$ cat src/rtl/reg_wr_arbiter.sv
// Register-file write-port arbiter between pipeline writeback and a multi-cycle unit,
// with a one-entry result buffer, starvation stall and a pending-result scoreboard.
module reg_wr_arbiter #(
    parameter int unsigned STARVE_MAX = 4
) (
    input  logic        clk,
    input  logic        rst,
    input  logic        wb_en,
    input  logic [4:0]  wb_addr,
    input  logic [31:0] wb_data,
    input  logic        md_issue,
    input  logic [4:0]  md_issue_addr,
    input  logic        md_valid,
    input  logic [4:0]  md_addr,
    input  logic [31:0] md_data,
    output logic        md_ready,
    output logic        w_en,
    output logic [4:0]  w_addr,
    output logic [31:0] w_data,
    input  logic [4:0]  r1_addr,
    input  logic [4:0]  r2_addr,
    output logic        r1_busy,
    output logic        r2_busy,
    output logic        stall_req
);

    localparam int unsigned AW   = 5;
    localparam int unsigned DW   = 32;
    localparam int unsigned CW   = 3;
    localparam int unsigned NREG = 32;

    logic            hold_valid_q, hold_valid_d;
    logic [AW-1:0]   hold_addr_q,  hold_addr_d;
    logic [DW-1:0]   hold_data_q,  hold_data_d;
    logic [CW-1:0]   wait_cnt_q,   wait_cnt_d;
    logic [NREG-1:0] pending_q,    pending_d;

    logic wb_req_c, starved_c, stall_c, drain_c, accept_c;

    // Arbitration: a starved buffer pre-empts writeback, otherwise writeback wins.
    always_comb begin
        wb_req_c  = wb_en && (wb_addr != '0);
        starved_c = hold_valid_q && (wait_cnt_q == CW'(STARVE_MAX));
        stall_c   = starved_c && wb_req_c;
        drain_c   = hold_valid_q && (stall_c || !wb_req_c);
        accept_c  = md_valid && !hold_valid_q;
    end

    // Next state for buffer, starvation counter and scoreboard.
    always_comb begin
        hold_valid_d = hold_valid_q;
        hold_addr_d  = hold_addr_q;
        hold_data_d  = hold_data_q;
        wait_cnt_d   = wait_cnt_q;
        pending_d    = pending_q;

        if (accept_c) begin
            // A result for r0 is swallowed: nothing to write.
            hold_valid_d = (md_addr != '0);
            hold_addr_d  = md_addr;
            hold_data_d  = md_data;
        end else if (drain_c) begin
            hold_valid_d = 1'b0;
        end

        if (!hold_valid_q || drain_c) begin
            wait_cnt_d = '0;
        end else if (wait_cnt_q != CW'(STARVE_MAX)) begin
            wait_cnt_d = wait_cnt_q + CW'(1);
        end

        if (drain_c) begin
            pending_d[hold_addr_q] = 1'b0;
        end
        // Set after clear so a same-cycle reissue keeps the register busy.
        if (md_issue && (md_issue_addr != '0)) begin
            pending_d[md_issue_addr] = 1'b1;
        end
        pending_d[0] = 1'b0;
    end

    always_ff @(posedge clk) begin
        if (rst) begin
            hold_valid_q <= 1'b0;
            hold_addr_q  <= '0;
            hold_data_q  <= '0;
            wait_cnt_q   <= '0;
            pending_q    <= '0;
        end else begin
            hold_valid_q <= hold_valid_d;
            hold_addr_q  <= hold_addr_d;
            hold_data_q  <= hold_data_d;
            wait_cnt_q   <= wait_cnt_d;
            pending_q    <= pending_d;
        end
    end

    // Combinational outputs, all held at zero while reset is asserted.
    always_comb begin
        w_en      = 1'b0;
        w_addr    = '0;
        w_data    = '0;
        md_ready  = 1'b0;
        stall_req = 1'b0;
        r1_busy   = 1'b0;
        r2_busy   = 1'b0;
        if (!rst) begin
            md_ready  = !hold_valid_q;
            stall_req = stall_c;
            r1_busy   = pending_q[r1_addr];
            r2_busy   = pending_q[r2_addr];
            if (drain_c) begin
                w_en   = 1'b1;
                w_addr = hold_addr_q;
                w_data = hold_data_q;
            end else if (wb_req_c) begin
                w_en   = 1'b1;
                w_addr = wb_addr;
                w_data = wb_data;
            end
        end
    end

endmodule

$ cat config.mk
export PLATFORM = sky130hd
export DESIGN_NAME = reg_wr_arbiter
export DESIGN_NICKNAME = d
export VERILOG_FILES = /design/src/rtl/reg_wr_arbiter.sv
export SDC_FILE = /design/constraint.sdc
export NUM_CORES = 1
export LEC_CHECK = 0
export CORE_MARGIN = 5
export CORE_UTILIZATION = 44
export CTS_BUF_LIST = sky130_fd_sc_hd__clkbuf_2 sky130_fd_sc_hd__clkbuf_4 sky130_fd_sc_hd__clkbuf_8
export CTS_CLUSTER_DIAMETER = 200
export DETAILED_ROUTE_END_ITERATION = 10
export HOLD_SLACK_MARGIN = 0.12
export PLACE_DENSITY = 0.82
export SKIP_CTS_REPAIR_TIMING = 1
export SYNTH_ARGS = -nofsm -noshare
export SYNTH_HDL_FRONTEND = slang
export SYNTH_SLANG_ARGS = --single-unit
$ cat constraint.sdc
create_clock -name clk -period 5.75 [get_ports clk]
set_input_delay 1.15 -clock clk [delete_from_list [all_inputs] [get_ports clk]]
set_output_delay 1.15 -clock clk [all_outputs]
set_load 0.02 [all_outputs]
==> flow_metrics.tcl <==
set metrics [dict create \
    status "finished, final reports clean" \
    cp_data_arrival_time_ns 3.87 \
    grt_pass1_wl_mm 20.00 \
    r2r_slack_ns 3.87 \
    antenna-diode-count 0 \
    synth_ff_type "dfxtp_1" \
    worstMarginPinSlew_ns 1.282 \
    critical_path_class "in -> out" \
    ys.warnings.count 0 \
    leakagePower_nw 1.922 \
    async_flop_share 0 \
    netlist_area_um2 3774 \
    synth-edff-count 0 \
    io_buffers 135 \
    synth_common_cells "84 x nand2_1, 72 x dfxtp_1, 40 x a21oi_1" \
    cp.buffers_inverters 3 \
    synth_nets 527 \
    fin_cells 655 \
    firstDrtPassIters 8 \
    antenna_found_initial 0 \
    design_area_um2 5328 \
    clock.fmax_mhz 199.2 \
    finalHoldViolations 0 \
    hold_ws_ns 0.4620 \
    crit_path_end "w_data[10]" \
    die_w_um 102.6 \
    crit_required_ns 4.60 \
    rr_endpoint "pending_q[17]" \
    power_density_nw_per_um2 228.7 \
    ys_top_cells_by_area "dfxtp_1 38%, a22o_1 8.6%, nand2_1 8.4%" \
    io_pins 136 \
    synth_seq_area_share 0.3820 \
    syn_inst 431 \
    finalSetupViolCount 0 \
    placed_area_um2 5104 \
    r2r-start "wait_cnt_q[0]" \
    cp-end-kind "primary output" \
    cts_buffers 9 \
    crit_fanout 22 \
    dieHeight_um 102.6 \
    synth_most_common_cell "nand2_1" \
    maxCapViolations 0 \
    routabilityCongestion 0.8454 \
    timing.setup.tns_ns 0 \
    max-vdd-ir-drop_mv 0.1319 \
    crit_top_cell "clkdlybuf4s50_1" \
    row_count 33 \
    grt_pass1_vias 3897 \
    cp_top_family "buffers and inverters" \
    vias 3926 \
    synthDominantCellAreaShare 0.3820 \
    period_minus_slack_ns 5.019 \
    drc_errors 0 \
    holdCritPathClass "reg -> reg" \
    relSlewSlack 0.1432 \
    cts_root_buffer "clkbuf_8" \
    finalMaxSlewViolations 0 \
    ff2ff_path_depth 7 \
    dieArea_um2 10530 \
    synth_cell_type_count 39 \
    wl_per_cell_um 19.29 \
    viasPerCell 5.994 \
    synth_top_area_cell "dfxtp_1" \
    ys_seq_elements 72 \
    area_growth_pct 41.18 \
    grt_start_max_net_pins 48 \
    core_um2 8299 \
    cp-start-kind "input port" \
    worstSetupStartpoint "wb_addr[0]" \
    clock_sinks 72 \
    finalWirelength_mm 12.64 \
    cp_cell_sequence "clkdlybuf4s50_1 > or4_1 > o21ai_2 > nor2_1 > and2_1 > buf_4 > a22o_1 > clkdlybuf4s50_1" \
    crit_cells 8 \
    h-tree-depth 3 \
    postRouteAntennaNets 0 \
    drive_gt1_frac 0.07455 \
    start_util 0.4547 \
    cts_buffer_depth 2 \
    first_iter_violations 206 \
    cts_tree "done" \
    hpwl_mm 9.169 \
    finalCritPeriodShare 0.8729 \
    max_stage_delay_ns 0.58 \
    clock_latency_ns 0.36 \
    path_clk_slew_ns 0.08 \
    dp_cells 639 \
    worst_path_max_delay_cell "or4_1" \
    avgSynthCellArea_um2 8.755 \
    overflow 0 \
    skew_ns 0.01526 \
    nNetsFinal 641 \
    rsz0062_at_grt "false" \
    grt_usage 0.2437 \
]
## worst min-delay path, cell delays in order (launching register included)
cell and delay [ns]:
dfxtp_1 0.32, nand2_1 0.05, a21oi_1 0.05
## power breakdown
group	total, W	internal (W)	switching, W
Sequential	0.000535	0.000518	0.0000174
Combinational	0.000229	0.000118	0.000111
Clock	0.000454	0.000251	0.000203
Total	0.00122	0.000887	0.000332
## cells by family after synthesis
family,share of synthesized area
and+or+nand+nor,0.2079
AOI/OAI and AO/OA,0.2447
buffers and inverters,0.05769
adders and majority gates,0.006630
DFF,0.3820
muxes,0.1011
## registers in the layout, indices dropped and copies added (netlist names)
register / flops
pending_q: 31
hold_addr_q: 5
hold_valid_q: 1
wait_cnt_q: 3
hold_data_q: 32
## cell type report
class | instances | area [µm²]
Clock buffer | 10 | 131.4
Clock inverter | 6 | 92.59
Fill cell | 688 | 2972
Inverter | 4 | 15.01
Multi-Input combinational cell | 316 | 2117
Sequential cell | 72 | 1441
Tap cell | 105 | 131.4
Timing Repair Buffer | 142 | 1399
## worst min-delay path by stage
stage	startpoint	to	slack (ns)	cells after the start
3_5_place_dp	hold_data_q[1]	hold_data_q[1]	0.45	2
6_report	hold_data_q[1]	hold_data_q[1]	0.46	2
2_1_floorplan	wait_cnt_q[0]	wait_cnt_q[0]	0.43	1
3_3_place_gp	wait_cnt_q[0]	wait_cnt_q[0]	0.44	1
5_1_grt	hold_data_q[0]	hold_data_q[0]	0.48	2
4_1_cts	hold_data_q[1]	hold_data_q[1]	0.46	2
## routing by layer
layer | wire length [µm] | part of all wire | global-route usage
met1 | 5030 | 0.40 | 0.3046
met2 | 5830 | 0.46 | 0.3808
met3 | 1487 | 0.12 | 0.1022
met4 | 288 | 0.023 | 0.08073
met5 | 0 | 0 | 0
## layout by cell type, fill, tap and decap left out, types with 3 or more instances in the layout
cell / n
mux2_2: 3
a22o_1: 37
nor2b_1: 6
nor2_1: 17
and3_1: 4
dfxtp_1: 72
clkdlybuf4s50_1: 134
a32o_1: 31
buf_4: 7
nand3b_1: 3
a21oi_1: 40
nand2_1: 84
nand2b_1: 3
nor3b_1: 6
inv_1: 4
mux2i_1: 10
clkbuf_8: 9
nor3_1: 5
and2_1: 3
nand3_1: 34
mux4_2: 11
## metrics by stage
stage	setup slack (ns)	total power, W	util
floorplan	1.583	0.0006536	-
global placement	0.7453	0.0007691	0.6150
detailed placement	0.7451	0.0007727	0.6150
CTS	0.7319	0.001221	0.6419
global route	0.6135	0.001264	0.6419
finish	0.7311	0.001218	0.6419
Note: power is estimated with default switching activity, not from simulation.
